<file path="config.mk">
export PLATFORM = sky130hd
export DESIGN_NAME = axil_reg_slave_flat
export DESIGN_NICKNAME = d
export VERILOG_FILES = /design/src/rtl/axil_reg_slave_if.sv /design/src/rtl/axil_reg_slave.sv /design/src/flat_wrapper.sv
export SDC_FILE = /design/constraint.sdc
export NUM_CORES = 1
export LEC_CHECK = 0
export BUFFER_PORTS_ARGS = -buffer_cell sky130_fd_sc_hd__buf_2
export CAP_MARGIN = 25
export CORE_MARGIN = 5
export CORE_UTILIZATION = 35
export CTS_BUF_LIST = sky130_fd_sc_hd__clkbuf_8 sky130_fd_sc_hd__clkbuf_16
export DETAILED_ROUTE_END_ITERATION = 12
export SLEW_MARGIN = 20
export SYNTH_ARGS = -nofsm -noshare
export SYNTH_HDL_FRONTEND = slang
export SYNTH_SLANG_ARGS = --single-unit
</file>
<file path="constraint.sdc">
create_clock -name aclk -period 11.1 [get_ports aclk]
set_clock_uncertainty 0.05 [all_clocks]
set_input_delay 1.665 -clock aclk [delete_from_list [all_inputs] [get_ports aclk]]
set_output_delay 1.665 -clock aclk [all_outputs]
set_load 0.05 [all_outputs]
</file>
<file path="src/rtl/axil_reg_slave_if.sv">
// AXI-Lite link bundle. The m_axil modport is the register-slave end of
// the link; s_axil is the requesting end.
interface axil_if #(
    parameter int AXI_DATA_WIDTH = 32,
    parameter int AXI_ADDR_WIDTH = 32
);
    logic [AXI_ADDR_WIDTH-1:0]   awaddr;
    logic                        awvalid;
    logic                        awready;
    logic [AXI_DATA_WIDTH-1:0]   wdata;
    logic [AXI_DATA_WIDTH/8-1:0] wstrb;
    logic                        wvalid;
    logic                        wready;
    logic [1:0]                  bresp;
    logic                        bvalid;
    logic                        bready;
    logic [AXI_ADDR_WIDTH-1:0]   araddr;
    logic                        arvalid;
    logic                        arready;
    logic [AXI_DATA_WIDTH-1:0]   rdata;
    logic [1:0]                  rresp;
    logic                        rvalid;
    logic                        rready;

    modport m_axil (
        input  awaddr, awvalid, wdata, wstrb, wvalid, bready, araddr, arvalid, rready,
        output awready, wready, bresp, bvalid, arready, rdata, rresp, rvalid
    );

    modport s_axil (
        output awaddr, awvalid, wdata, wstrb, wvalid, bready, araddr, arvalid, rready,
        input  awready, wready, bresp, bvalid, arready, rdata, rresp, rvalid
    );
endinterface

</file>
<file path="src/rtl/axil_reg_slave.sv">
// AXI-Lite register-file slave: NUM_RW byte-writable control registers
// (each with a one-cycle update strobe) followed by NUM_RO read-only status
// words. Anything outside the decoded window, or a write to a status word,
// completes with SLVERR so the link never stalls.
module axil_reg_slave #(
    parameter int                        AXI_DATA_WIDTH = 32,
    parameter int                        AXI_ADDR_WIDTH = 32,
    parameter logic [AXI_ADDR_WIDTH-1:0] BASE_ADDR      = {AXI_ADDR_WIDTH{1'b0}},
    parameter int                        NUM_RW         = 8,
    parameter int                        NUM_RO         = 4
) (
    input  logic                                                 aclk,
    input  logic                                                 areset,
    axil_if.m_axil                                               axil,
    output logic [NUM_RW*AXI_DATA_WIDTH-1:0]                     reg_out,
    output logic [NUM_RW-1:0]                                    reg_wr_pulse,
    input  logic [(NUM_RO > 0 ? NUM_RO : 1)*AXI_DATA_WIDTH-1:0]  status_in
);

    localparam int DW       = AXI_DATA_WIDTH;
    localparam int AW       = AXI_ADDR_WIDTH;
    localparam int BYTES    = DW / 8;
    localparam int LSB      = $clog2(BYTES);
    localparam int NUM_REGS = NUM_RW + NUM_RO;
    // A single-register bank still needs a one-bit index field.
    localparam int IDX_W    = (NUM_REGS > 1) ? $clog2(NUM_REGS) : 1;
    localparam int TAG_LSB  = IDX_W + LSB;

    localparam logic [1:0] RESP_OKAY   = 2'b00;
    localparam logic [1:0] RESP_SLVERR = 2'b10;

    // Window hit: every address bit above the index field matches the base.
    function automatic logic f_hit(input logic [AW-1:0] addr);
        return (addr[AW-1:TAG_LSB] == BASE_ADDR[AW-1:TAG_LSB]);
    endfunction

    // Byte-lane merge: lanes with a set strobe take the new byte.
    function automatic logic [DW-1:0] f_merge(input logic [DW-1:0]    old_v,
                                              input logic [DW-1:0]    new_v,
                                              input logic [BYTES-1:0] strb);
        logic [DW-1:0] v;
        v = old_v;
        for (int k = 0; k < BYTES; k++) begin
            v[8*k +: 8] = strb[k] ? new_v[8*k +: 8] : old_v[8*k +: 8];
        end
        return v;
    endfunction

    logic                  r_aw_held;
    logic [AW-1:0]         r_awaddr;
    logic                  r_w_held;
    logic [DW-1:0]         r_wdata;
    logic [BYTES-1:0]      r_wstrb;
    logic                  r_bvalid;
    logic [1:0]            r_bresp;
    logic                  r_rvalid;
    logic [DW-1:0]         r_rdata;
    logic [1:0]            r_rresp;
    logic [NUM_RW*DW-1:0]  r_regs;
    logic [NUM_RW-1:0]     r_wr_pulse;

    logic                  w_commit;
    logic [IDX_W-1:0]      w_widx;
    logic                  w_wr_ok;
    logic [1:0]            w_wresp;
    logic [NUM_RW-1:0]     w_wr_sel;
    logic                  w_ar_hs;
    logic [IDX_W-1:0]      w_ridx;
    logic [DW-1:0]         w_rdata;
    logic [1:0]            w_rresp;
    logic                  w_unused_addr;

    // Readies come straight from the holding flags, never from the valids.
    assign axil.awready = ~r_aw_held;
    assign axil.wready  = ~r_w_held;
    assign axil.arready = ~r_rvalid;
    assign axil.bvalid  = r_bvalid;
    assign axil.bresp   = r_bresp;
    assign axil.rvalid  = r_rvalid;
    assign axil.rdata   = r_rdata;
    assign axil.rresp   = r_rresp;
    assign reg_out      = r_regs;
    assign reg_wr_pulse = r_wr_pulse;

    // Sub-word address bits carry no meaning for a word-wide register file.
    assign w_unused_addr = ^{r_awaddr[LSB-1:0], axil.araddr[LSB-1:0]};

    assign w_commit = r_aw_held & r_w_held & ~r_bvalid;
    assign w_ar_hs  = axil.arvalid & ~r_rvalid;

    // Decode the held write: target control-register select and response.
    always_comb begin
        w_widx  = r_awaddr[LSB +: IDX_W];
        w_wr_ok = f_hit(r_awaddr) && (int'(w_widx) < NUM_RW);
        if (w_wr_ok) begin
            w_wresp = RESP_OKAY;
        end else begin
            w_wresp = RESP_SLVERR;
        end
        for (int i = 0; i < NUM_RW; i++) begin
            w_wr_sel[i] = w_commit && w_wr_ok && (int'(w_widx) == i);
        end
    end

    // Decode the incoming read address into the word to return.
    always_comb begin
        w_ridx  = axil.araddr[LSB +: IDX_W];
        w_rdata = {DW{1'b0}};
        w_rresp = RESP_SLVERR;
        if (f_hit(axil.araddr)) begin
            for (int i = 0; i < NUM_RW; i++) begin
                w_rdata = (int'(w_ridx) == i) ? r_regs[i*DW +: DW] : w_rdata;
                w_rresp = (int'(w_ridx) == i) ? RESP_OKAY : w_rresp;
            end
            for (int j = 0; j < NUM_RO; j++) begin
                w_rdata = (int'(w_ridx) == NUM_RW + j) ? status_in[j*DW +: DW] : w_rdata;
                w_rresp = (int'(w_ridx) == NUM_RW + j) ? RESP_OKAY : w_rresp;
            end
        end else begin
            w_rdata = {DW{1'b0}};
            w_rresp = RESP_SLVERR;
        end
    end

    // AW/W one-deep holding buffers and the B response channel.
    always_ff @(posedge aclk or posedge areset) begin
        if (areset) begin
            r_aw_held <= 1'b0;
            r_awaddr  <= {AW{1'b0}};
            r_w_held  <= 1'b0;
            r_wdata   <= {DW{1'b0}};
            r_wstrb   <= {BYTES{1'b0}};
            r_bvalid  <= 1'b0;
            r_bresp   <= 2'b00;
        end else if (w_commit) begin
            r_aw_held <= 1'b0;
            r_w_held  <= 1'b0;
            r_bvalid  <= 1'b1;
            r_bresp   <= w_wresp;
        end else begin
            if (axil.awvalid && !r_aw_held) begin
                r_aw_held <= 1'b1;
                r_awaddr  <= axil.awaddr;
            end
            if (axil.wvalid && !r_w_held) begin
                r_w_held <= 1'b1;
                r_wdata  <= axil.wdata;
                r_wstrb  <= axil.wstrb;
            end
            if (r_bvalid && axil.bready) begin
                r_bvalid <= 1'b0;
            end
        end
    end

    // Control registers and their update strobes.
    always_ff @(posedge aclk or posedge areset) begin
        if (areset) begin
            r_regs     <= {(NUM_RW*DW){1'b0}};
            r_wr_pulse <= {NUM_RW{1'b0}};
        end else begin
            r_wr_pulse <= w_wr_sel;
            for (int i = 0; i < NUM_RW; i++) begin
                if (w_wr_sel[i]) begin
                    r_regs[i*DW +: DW] <= f_merge(r_regs[i*DW +: DW], r_wdata, r_wstrb);
                end
            end
        end
    end

    // R channel: capture data on AR acceptance, hold until the R handshake.
    always_ff @(posedge aclk or posedge areset) begin
        if (areset) begin
            r_rvalid <= 1'b0;
            r_rdata  <= {DW{1'b0}};
            r_rresp  <= 2'b00;
        end else if (w_ar_hs) begin
            r_rvalid <= 1'b1;
            r_rdata  <= w_rdata;
            r_rresp  <= w_rresp;
        end else if (r_rvalid && axil.rready) begin
            r_rvalid <= 1'b0;
        end
    end

endmodule
</file>
<file path="src/flat_wrapper.sv">
// flat-port wrapper written by rule: the top's interface ports become plain ports
module axil_reg_slave_flat 
#(
    parameter int                        AXI_DATA_WIDTH = 32,
    parameter int                        AXI_ADDR_WIDTH = 32,
    parameter logic [AXI_ADDR_WIDTH-1:0] BASE_ADDR      = {AXI_ADDR_WIDTH{1'b0}},
    parameter int                        NUM_RW         = 8,
    parameter int                        NUM_RO         = 4
)
  (aclk, areset, reg_out, reg_wr_pulse, status_in, axil_awaddr, axil_awvalid, axil_wdata, axil_wstrb, axil_wvalid, axil_bready, axil_araddr, axil_arvalid, axil_rready, axil_awready, axil_wready, axil_bresp, axil_bvalid, axil_arready, axil_rdata, axil_rresp, axil_rvalid);
  axil_if #(.AXI_DATA_WIDTH(AXI_DATA_WIDTH), .AXI_ADDR_WIDTH(AXI_ADDR_WIDTH)) axil_i ();
  input  logic aclk;
  input  logic areset;
  output logic [NUM_RW*AXI_DATA_WIDTH-1:0] reg_out;
  output logic [NUM_RW-1:0] reg_wr_pulse;
  input  logic [(NUM_RO > 0 ? NUM_RO : 1)*AXI_DATA_WIDTH-1:0] status_in;
  input wire logic [$bits(axil_i.awaddr)-1:0] axil_awaddr;
  input wire logic [$bits(axil_i.awvalid)-1:0] axil_awvalid;
  input wire logic [$bits(axil_i.wdata)-1:0] axil_wdata;
  input wire logic [$bits(axil_i.wstrb)-1:0] axil_wstrb;
  input wire logic [$bits(axil_i.wvalid)-1:0] axil_wvalid;
  input wire logic [$bits(axil_i.bready)-1:0] axil_bready;
  input wire logic [$bits(axil_i.araddr)-1:0] axil_araddr;
  input wire logic [$bits(axil_i.arvalid)-1:0] axil_arvalid;
  input wire logic [$bits(axil_i.rready)-1:0] axil_rready;
  output wire logic [$bits(axil_i.awready)-1:0] axil_awready;
  output wire logic [$bits(axil_i.wready)-1:0] axil_wready;
  output wire logic [$bits(axil_i.bresp)-1:0] axil_bresp;
  output wire logic [$bits(axil_i.bvalid)-1:0] axil_bvalid;
  output wire logic [$bits(axil_i.arready)-1:0] axil_arready;
  output wire logic [$bits(axil_i.rdata)-1:0] axil_rdata;
  output wire logic [$bits(axil_i.rresp)-1:0] axil_rresp;
  output wire logic [$bits(axil_i.rvalid)-1:0] axil_rvalid;
  assign axil_i.awaddr = axil_awaddr;
  assign axil_i.awvalid = axil_awvalid;
  assign axil_i.wdata = axil_wdata;
  assign axil_i.wstrb = axil_wstrb;
  assign axil_i.wvalid = axil_wvalid;
  assign axil_i.bready = axil_bready;
  assign axil_i.araddr = axil_araddr;
  assign axil_i.arvalid = axil_arvalid;
  assign axil_i.rready = axil_rready;
  assign axil_awready = axil_i.awready;
  assign axil_wready = axil_i.wready;
  assign axil_bresp = axil_i.bresp;
  assign axil_bvalid = axil_i.bvalid;
  assign axil_arready = axil_i.arready;
  assign axil_rdata = axil_i.rdata;
  assign axil_rresp = axil_i.rresp;
  assign axil_rvalid = axil_i.rvalid;
  axil_reg_slave #(.AXI_DATA_WIDTH(AXI_DATA_WIDTH), .AXI_ADDR_WIDTH(AXI_ADDR_WIDTH), .BASE_ADDR(BASE_ADDR), .NUM_RW(NUM_RW), .NUM_RO(NUM_RO)) u_core (.aclk(aclk), .areset(areset), .axil(axil_i), .reg_out(reg_out), .reg_wr_pulse(reg_wr_pulse), .status_in(status_in));
endmodule
</file>
==> results of run 1 <==
## cell type report
type / count / area (um^2) / area share
diodes: 10 / 25.0 / 0.00111
clock buffers: 56 / 1280 / 0.0567
clock inverters: 24 / 178 / 0.00789
inverters: 10 / 41.3 / 0.00183
multi-input cells: 945 / 8020 / 0.356
flip-flops and latches: 368 / 9210 / 0.409
well taps: 672 / 841 / 0.0373
repair buffers: 564 / 2940 / 0.131
## worst paths after layout
| kind | slack, ns | startpoint | endpoint | cells after the start |
|---|---|---|---|---|
| setup / recovery | 6.43 | axil_araddr[3] | u_core.axil.rdata[28]$_DFFE_PP0P_ | 8 |
| max in group asynchronous | 8.40 | areset | u_core.reg_out[147]$_DFFE_PP0P_ | 4 |
| min in group asynchronous | 1.27 | areset | u_core.reg_out[126]$_DFFE_PP0P_ | 3 |
| hold / removal | 0.43 | u_core.axil.rdata[23]$_DFFE_PP0P_ | u_core.axil.rdata[23]$_DFFE_PP0P_ | 2 |
| hold reg to reg | 0.43 | u_core.axil.rdata[23]$_DFFE_PP0P_ | u_core.axil.rdata[23]$_DFFE_PP0P_ | 2 |
| setup reg to reg | 8.25 | u_core.r_awaddr[25]$_DFFE_PP0P_ | u_core.reg_out[83]$_DFFE_PP0P_ | 5 |
## flip-flops by register name (all words and copies together) (netlist names)
| signal | count |
|---|---|
| u_core.r_awaddr | 30 |
| u_core.r_w_held | 1 |
| u_core.axil.rvalid | 1 |
| u_core.r_aw_held | 1 |
| u_core.reg_wr_pulse | 8 |
| u_core.reg_out | 256 |
| u_core.r_wdata | 32 |
| u_core.axil.rresp | 1 |
| u_core.axil.rdata | 32 |
| u_core.axil.bvalid | 1 |
| u_core.r_wstrb | 4 |
| u_core.axil.bresp | 1 |
## power by group through the flow
stage | clock, mW | combinational [mW] | sequential [mW]
after CTS | 1.47 | 0.492 | 1.67
after floorplan | 0 | 0.345 | 1.61
after detailed placement | 0 | 0.490 | 1.69
final | 1.44 | 0.488 | 1.68
after global placement | 0 | 0.479 | 1.68
after global routing | 1.52 | 0.526 | 1.70
## cell families after synthesis
| group | count (synthesis) |
|---|---|
| flops | 368 |
| simple gates | 242 |
| other cells | 1 |
| compound gates | 300 |
| mux | 401 |
| buf+inv | 105 |
## per-layer routing
layer / part of all wire / vias to the layer above
li1: - / 6374
met2: 0.46 / 775
met5: 0.00062 / -
met4: 0.041 / 10
met1: 0.40 / 7493
met3: 0.094 / 189
## synthesized netlist by cell type (6+ instances only)
cell        n  area, um^2
buf_1      15        56.3
inv_1       9        33.8
a21oi_1    47         235
nor2_2     16         100
mux2i_1    32         320
nor2b_1    17         106
a221oi_1   11        96.3
dfrtp_1   368        9210
a32oi_1    12         105
nor4_1     16         100
o22ai_1    10        62.6
mux2_1      8        90.1
o21ai_0    81         405
nand2b_1    9        56.3
o221ai_1   13         114
buf_4       9        67.6
a22o_1      9        78.8
clkbuf_1   49         184
nand3_1    29         145
a22oi_1    28         210
mux2_2    348        3920
buf_2      22         110
nor3_1      6        30.0
nor2_1     37         139
nor2_4     16         180
mux4_2     13         293
a31oi_1    16         100
o211ai_1   34         255
nand2_1    73         274
## critical path, delay by kind of cell
family / cells / cell delay, ns
compound gates: 4 / 1.01
buf+inv: 4 / 2.20
## through the flow
stage / std cells / hold WS, ns / util
2_1_floorplan: 1418 / 0.429 / -
3_3_place_gp: 2558 / 0.412 / 0.420
3_5_place_dp: 2558 / 0.422 / 0.420
4_1_cts: 2638 / 0.435 / 0.450
5_1_grt: 2645 / 0.457 / 0.451
6_report: 2649 / 0.430 / 0.451
==> qor.yml, run 1 <==
status: "complete, no violations"
power.sequential.fraction: 0.466
timing.critical_path.from_type: "input pin"
cts_hold_bufs: 0
detailed_place.area_mm2: 0.0210
post_cts.repair.setup_buffers: 0
crit_type: "in -> reg"
synth_xor_xnor_area_share: 0
cp_max_fo: 54
wl_per_cell_um: 28.2
clock-sinks: 368
chipHeight_um: 234
route.detailed.drc: 0
global_route.usage.met1: 0.337
setup_tns_final_ns: 0
post-dp-hpwl_um: 54300
groute.layer.met2.usage: 0.420
timing.final.max_slew_violations: 0
first_iteration_detailed_routing_drc_count: 1151
nNetsFinal: 2168
synth_compound_area_frac: 0.114
syn_area_mm2: 0.0176
power_frac_comb: 0.135
min-delay-path-class: "reg -> reg"
swShare: 0.296
maxSlewHeadroom: 0.287
worst_ir_drop_vdd_uv: 102
layout.filler_cells: 4737
post_cts.resized_instances: 0
mostFrequentLayoutCells: "531 x buf_2, 368 x dfrtp_1, 348 x mux2_2"
grt_first_pass_wirelength_um: 105000
setup_viol: 0
numCtsBuffers: 44
use_met3: 0.0761
netlist_instances: 1417
p_leak_nw: 11.4
clk_pwr_share: 0.399
htreeDepth: 2
floorplan.initialDensity: 0.353
post_synth_and_or_nand_nor_area_fraction: 0.0752
totalPowerFinal_mw: 3.61
chain_of_cells_forming_the_critical_path: "buf_4, buf_4, inv_1, buf_4, a221o_1, a21o_1, a222oi_1, o21ai_0"
global_route.peak_usage_layer: "met2"
routed_via_count: 14800
grt_resource_usage_total: 0.261
synth_edf_count: 0
ys_async_sr_fraction: 1.00
avgSynthCellArea_um2: 12.4
grt_max_degree: 84
grt-ovfl-total: 0
synth.lib_cells_used.distinct: 61
clock_tree.buffer_depth: 3
final_hold_viol_count: 0
power.internal_mw: 2.54
layout-drive-gt1-share: 0.533
preCtsSetupSlack_ns: 5.89
slowest_delay_ns: 0.64
rsz0062_at_grt: "no"
synth_top_family_by_area: "multiplexers"
tightestPinTransition_ns: 1.07
drt-pass1-iter-count: 5
port_buffer_count: 533
number_of_global_route_vias_before_repair: 15400
antenna_found_initial: 16
mostFrequentLayoutCell: "buf_2"
maxCapViolCount: 0
register_clock_pin_slew_on_the_reported_worst_setup_and_hold_paths_ns: 0.06
io_pins: 540
num_rows: 82
cpMaxStageDelayCell: "buf_4"
syn2layout_area_growth_pct: 27.8
core_area_mm2: 0.0500
max_freq_ghz: 0.214
dominantRegCellSynth: "dfrtp_1"
yosysWarningCount: 0
period_share: 0.421
synthAdderAreaFrac: 0
switching_power_mw: 1.07
finalCriticalPeriod_ns: 4.67
drt-vias-per-instance: 5.60
antenna_left: 0
yosysSeqAreaShare: 0.522
tritoncts_clock_tree: "done"
post_synth_mux_area_share: 0.262
fp.dieArea_mm2: 0.0549
power_per_standard_cell_area_mw_per_mm2: 160
die_width_um: 234
postRouteWirelength_um: 74700
fin_ws_ns: 6.43
synth_seq_cells: 368
final_cell_area_mm2: 0.0225
cts.root.buffer_cell: "clkbuf_16"
timing.critical_path.arrival_ns: 5.05
gp_congestion: 0.933
worst_ep_required_time_ns: 11.47
end_kind: "flip-flop"
path_common_cell: "buf_4"
worstSkewPairLatency_ns: 0.57
Power figures use the tool's default switching activity.
==> run 2, diff against run 1 <==
==> constraint.sdc (replaced) <==
create_clock -name aclk -period 4.6 [get_ports aclk]
set_clock_uncertainty 0.05 [all_clocks]
set_input_delay 0.69 -clock aclk [delete_from_list [all_inputs] [get_ports aclk]]
set_output_delay 0.69 -clock aclk [all_outputs]
set_load 0.05 [all_outputs]
==> run 2 against run 1 <==
Critical path depth is 2 lower. Core utilization is 0.14 points higher. Total power is 140% higher. Combinational power is 140% higher. Sequential power is 140% higher. Critical path type unchanged.
==> qor.yml, run 2 (synthesis results as in run 1) <==
mostFrequentLayoutCells: "531 x buf_2, 368 x dfrtp_1, 348 x mux2_2"
sequential_cell_area_mm2: 0.00921  # unchanged
postRouteWirelength_um: 74800  # +0.17%
worstSkewPairLatency_ns: 0.57  # about the same
max_freq_ghz: 0.342
whs_ns: 0.148  # -0.282 ns
clk_pwr_share: 0.402  # +0.003
timing.final.max_slew_violations: 0  # unchanged
drt-vias-per-instance: 5.62  # +0.27%
crit_type: "in -> reg"
nNetsFinal: 2170  # +0.092%
cp_max_fo: 36  # -33%
status: "complete, no violations"
timing.critical_path.arrival_ns: 3.28  # -1.77 ns
io_pins: 540  # unchanged
end_kind: "flip-flop"
groute.layer.met2.usage: 0.421  # +0.00109
chipHeight_um: 234  # unchanged
worst_ir_drop_vdd_uv: 263  # +160%
final_hold_viol_count: 0  # unchanged
totalPowerFinal_mw: 8.76  # +140%
antenna_found_initial: 16  # unchanged
number_of_global_route_vias_before_repair: 15200  # -0.85%
fp.dieArea_mm2: 0.0549  # unchanged
floorplan.initialDensity: 0.353  # unchanged
largest_register_ff_count: 256  # unchanged
drt-pass1-iter-count: 5  # unchanged
first_iteration_detailed_routing_drc_count: 937  # -19%
maxCapViolCount: 0  # unchanged
grt-ovfl-total: 0  # unchanged
power_frac_comb: 0.136  # about the same
htreeDepth: 2  # unchanged
grt_max_degree: 123  # +46%
switching_power_mw: 2.57  # +140%
rsz0062_at_grt: "no"
setup_tns_final_ns: 0  # unchanged
core_area_mm2: 0.0500  # unchanged
gp_congestion: 0.923  # -1.1%
clock-sinks: 368  # unchanged
multiInputGateArea_mm2: 0.00802  # unchanged
wl_per_cell_um: 28.2  # +0.17%
tritoncts_clock_tree: "done"
use_met3: 0.0747  # -0.00145
maxSlewHeadroom: 0.299  # +0.0122
register_clock_pin_slew_on_the_reported_worst_setup_and_hold_paths_ns: 0.07  # about the same
grt_first_pass_wirelength_um: 105000  # about the same
numCtsBuffers: 43  # -2.3%
finalCriticalPeriod_ns: 2.92
global_route.usage.met1: 0.339  # +0.00177
timing.critical_path.from_type: "input pin"
period_share: 0.635
global_route.peak_usage_layer: "met2"
power_per_standard_cell_area_mw_per_mm2: 388  # +140%
cts_hold_bufs: 0  # unchanged
routed_via_count: 14900  # +0.27%
mostFrequentLayoutCell: "buf_2"
tightestPinTransition_ns: 1.05  # -0.0145 ns
antenna_left: 0  # unchanged
port_buffer_count: 533  # unchanged
num_rows: 82  # unchanged
setup_viol: 0  # unchanged
power.internal_mw: 6.18  # +140%
post-dp-hpwl_um: 55100  # +1.5%
power.sequential.fraction: 0.462  # -0.004
layout.filler_cells: 4740  # +0.063%
p_leak_nw: 11.4  # +0.15%
syn2layout_area_growth_pct: 28.2
post_cts.resized_instances: 0  # unchanged
route.detailed.drc: 0  # unchanged
worst_ep_required_time_ns: 4.96  # -6.51 ns
preCtsSetupSlack_ns: 1.15  # -4.74 ns
die_width_um: 234  # unchanged
grt_resource_usage_total: 0.261  # +0.000300
min-delay-path-class: "in -> async"
clock_tree.buffer_depth: 3  # unchanged
swShare: 0.294  # -0.00199
layout-drive-gt1-share: 0.535  # +0.00176
post_cts.repair.setup_buffers: 0  # unchanged
cts.root.buffer_cell: "clkbuf_16"
fin_ws_ns: 1.68  # -4.75 ns
run 2: cell types whose count changed in the layout (fill, tap and decap cells not counted), sizes merged:
cell      delta
diode        -1
clkinvlp     +2
clkinv       -1
buf          +3
clkbuf       +4
inv          -7
run 2: cell type report:
| type | count | share of cell area |
|---|---|---|
| inverters | 10 | 0.00183 |
| diodes | 9 | 0.000997 |
| flip-flops and latches | 368 | 0.408 |
| well taps | 672 | 0.0372 |
| clock buffers | 60 | 0.0590 |
| repair buffers | 567 | 0.133 |
| clock inverters | 18 | 0.00626 |
| multi-input cells | 945 | 0.355 |
run 2: final timing paths:
path                       depth (start not counted)                                 to  slack (ns)                               from
setup / recovery                                   6   u_core.axil.rdata[7]$_DFFE_PP0P_        1.68                     axil_araddr[4]
hold / removal                                     2   u_core.axil.rdata[1]$_DFFE_PP0P_        0.15                             areset
setup reg to reg                                   5     u_core.reg_out[84]$_DFFE_PP0P_        1.72    u_core.r_awaddr[25]$_DFFE_PP0P_
hold reg to reg                                    2  u_core.axil.rdata[23]$_DFFE_PP0P_        0.44  u_core.axil.rdata[23]$_DFFE_PP0P_
max in group asynchronous                          3    u_core.reg_out[241]$_DFFE_PP0P_        3.06                             areset
min in group aclk                                  2     u_core.axil.rvalid$_DFFE_PP0P_        0.28                        axil_rready
run 2: power by group through the flow:
stage | registers (mW) | logic, mW | clock network, mW
after CTS | 4.03 | 1.20 | 3.58
after detailed placement | 4.09 | 1.20 | 0
final | 4.05 | 1.19 | 3.52
after floorplan | 3.89 | 0.833 | 0
after global placement | 4.07 | 1.16 | 0
after global routing | 4.10 | 1.28 | 3.71
run 2: through the flow:
stage               cell area (um^2)  utilization  std cells
finish                         22600        0.452       2649
global route                   22600        0.452       2644
CTS                            22600        0.452       2640
detailed placement             21100        0.422       2562
global placement               21100        0.422       2562
floorplan                      17600            -       1418
run 2: layer usage:
layer  vias up  wire [um]
li1       6383          -
met1      7550      30200
met2       775      34700
met3       159       6820
met4        14       2950
met5         -         93
run 2: critical path, stage by stage:
cell	delay (ns)
buf_2	0.73
nand2b_1	0.70
buf_4	0.32
nor2_1	0.08
a222oi_1	0.57
a21oi_1	0.14
==> run 3, diff against run 2 <==
==> constraint.sdc (replaced) <==
create_clock -name aclk -period 2.95 [get_ports aclk]
set_clock_uncertainty 0.05 [all_clocks]
set_input_delay 0.4425 -clock aclk [delete_from_list [all_inputs] [get_ports aclk]]
set_output_delay 0.4425 -clock aclk [all_outputs]
set_load 0.05 [all_outputs]
==> run 3 against run 2 <==
Final area grew 1.6%. Clock power is 44% higher. Routed wire length increased by 1.4%.
==> qor.yml, run 3 (synthesis results as in run 1) <==
tightestPinTransition_ns: 0.997  # -0.0543 ns
detailed_place.area_mm2: 0.0216  # +2.4%
finalCriticalPeriod_ns: 2.59
timing.critical_path.from_type: "flip-flop"
drt-vias-per-instance: 5.60  # -0.36%
post-dp-hpwl_um: 57200  # +3.9%
number_of_global_route_vias_before_repair: 15600  # +2.1%
min-delay-path-class: "in -> reg"
final_cell_area_mm2: 0.0230  # +1.6%
tritoncts_clock_tree: "done"
chipHeight_um: 234  # unchanged
cts.root.buffer_cell: "clkbuf_16"
die_width_um: 234  # unchanged
non_filler_cells_in_the_finished_layout: 2699  # +1.9%
floorplan.initialDensity: 0.353  # unchanged
max_freq_ghz: 0.386
wl_per_cell_um: 28.1  # -0.50%
fp.dieArea_mm2: 0.0549  # unchanged
maxSlewHeadroom: 0.333  # +0.0338
placed_cells_incl_taps: 2617  # +2.1%
syn2layout_area_growth_pct: 30.3
grt_first_pass_wirelength_um: 107000  # +2.1%
mostFrequentLayoutCells: "531 x buf_2, 368 x dfrtp_1, 348 x mux2_2"
grt-ovfl-total: 0  # unchanged
nNetsFinal: 2227  # +2.6%
core_area_mm2: 0.0500  # unchanged
gp_congestion: 0.911  # -1.3%
clock-sinks: 368  # unchanged
grt_max_degree: 110  # -11%
crit_type: "reg -> reg"
postRouteWirelength_um: 75800  # +1.4%
hp-start: "axil_wdata[9]"
numCtsBuffers: 43  # unchanged
antenna_found_initial: 13  # -3
post_cts.repair.setup_buffers: 0  # unchanged
p_leak_nw: 11.6  # +2.1%
final_hold_viol_count: 0  # unchanged
route.detailed.drc: 0  # unchanged
io_pins: 540  # unchanged
timing.critical_path.arrival_ns: 2.99  # -0.29 ns
layout-drive-gt1-share: 0.544  # +0.00978
clock_tree.buffer_depth: 3  # unchanged
timing.final.max_slew_violations: 0  # unchanged
antenna_left: 0  # unchanged
first_iteration_detailed_routing_drc_count: 1138  # +21%
setup.reg_to_reg.worst_slack_ns: 0.36  # -1.36 ns
cp_max_fo: 8  # -78%
worstSkewPairLatency_ns: 0.56  # about the same
worst_ep_required_time_ns: 3.35  # -1.61 ns
port_buffer_count: 533  # unchanged
period_share: 0.879
largest_register_ff_count: 256  # unchanged
end_kind: "flip-flop"
mostFrequentLayoutCell: "buf_2"
worst_ir_drop_vdd_uv: 458  # +74%
r2r-start: "u_core.r_awaddr[25]$_DFFE_PP0P_"
status: "complete, no violations"
timing.hold.worst_endpoint: "u_core.r_wdata[9]$_DFFE_PP0P_"
routed_via_count: 15100  # +1.5%
rsz0062_at_grt: "no"
setup_viol: 0  # unchanged
htreeDepth: 2  # unchanged
num_rows: 82  # unchanged
reg2reg_to: "u_core.reg_out[167]$_DFFE_PP0P_"
grt_resource_usage_total: 0.266  # +0.00543
register_clock_pin_slew_on_the_reported_worst_setup_and_hold_paths_ns: 0.06  # about the same
drt-pass1-iter-count: 7  # +2
worst-r2r-cell-count: 5  # unchanged
post_cts.resized_instances: 0  # unchanged
min_delay_path_depth: 2
totalPowerFinal_mw: 13.3  # +52%
power_per_standard_cell_area_mw_per_mm2: 579  # +49%
maxCapViolCount: 0  # unchanged
==> run 3: critical path: stages, from the launching register on <==
cell	delay (ns)
dfrtp_1	0.38
nor4_1	0.32
and4_1	0.48
nand3_4	0.31
nor2_2	0.53
mux2_2	0.40
==> run 3: power by group <==
part	switching (mW)	internal (mW)	leakage [nW]
sequential	0.785	5.53	4.98
combinational	1.06	0.851	5.97
clock	2.14	2.93	0.681
==> run 3: per-stage QoR <==
stage          setup WS [ns]  setup TNS [ns]  utilization  hold WS, ns
6_report               0.356               0        0.460       0.0549
3_3_place_gp           0.229               0        0.432        0.413
4_1_cts                0.303               0        0.459       0.0252
2_1_floorplan          -2.48         -912.89            -        0.429
3_5_place_dp           0.213               0        0.432        0.422
5_1_grt                0.155               0        0.459       0.0351
==> run 3: worst max path at each step <==
stage | start | to | slack (ns) | cells past startpoint
finish | u_core.r_awaddr[25]$_DFFE_PP0P_ | u_core.reg_out[167]$_DFFE_PP0P_ | 0.36 | 5
global route | u_core.r_awaddr[14]$_DFFE_PP0P_ | u_core.reg_out[162]$_DFFE_PP0P_ | 0.15 | 5
floorplan | areset | u_core.axil.bresp[1]$_DFFE_PP0P_ | -2.48 | 1
CTS | u_core.r_awaddr[25]$_DFFE_PP0P_ | u_core.reg_out[166]$_DFFE_PP0P_ | 0.30 | 5
detailed placement | axil_araddr[4] | u_core.axil.rdata[31]$_DFFE_PP0P_ | 0.21 | 7
global placement | axil_araddr[4] | u_core.axil.rdata[31]$_DFFE_PP0P_ | 0.23 | 7
==> run 3: repair_timing <==
item	in CTS	in global routing
endpoints found under the setup margin	0	0
endpoints found under the hold margin	9	0
hold buffers	2	0
==> run 3: per-layer routing <==
metal | track usage | part of all wire | up-vias
met3 | 0.0659 | 0.089 | 154
met2 | 0.433 | 0.47 | 769
met4 | 0.0890 | 0.034 | 10
met5 | 0 | 0.00076 | -
met1 | 0.352 | 0.41 | 7694
li1 | - | - | 6481
==> run 3: layout make-up <==
cell class              instances  area [um^2]
repair buffers                624         3510
inverters                      10         41.3
fillers                      4771        27000
clock buffers                  51         1190
well taps                     672          841
diodes                          8         20.0
multi-input cells             945         8020
flip-flops and latches        368         9210
clock inverters                21          139
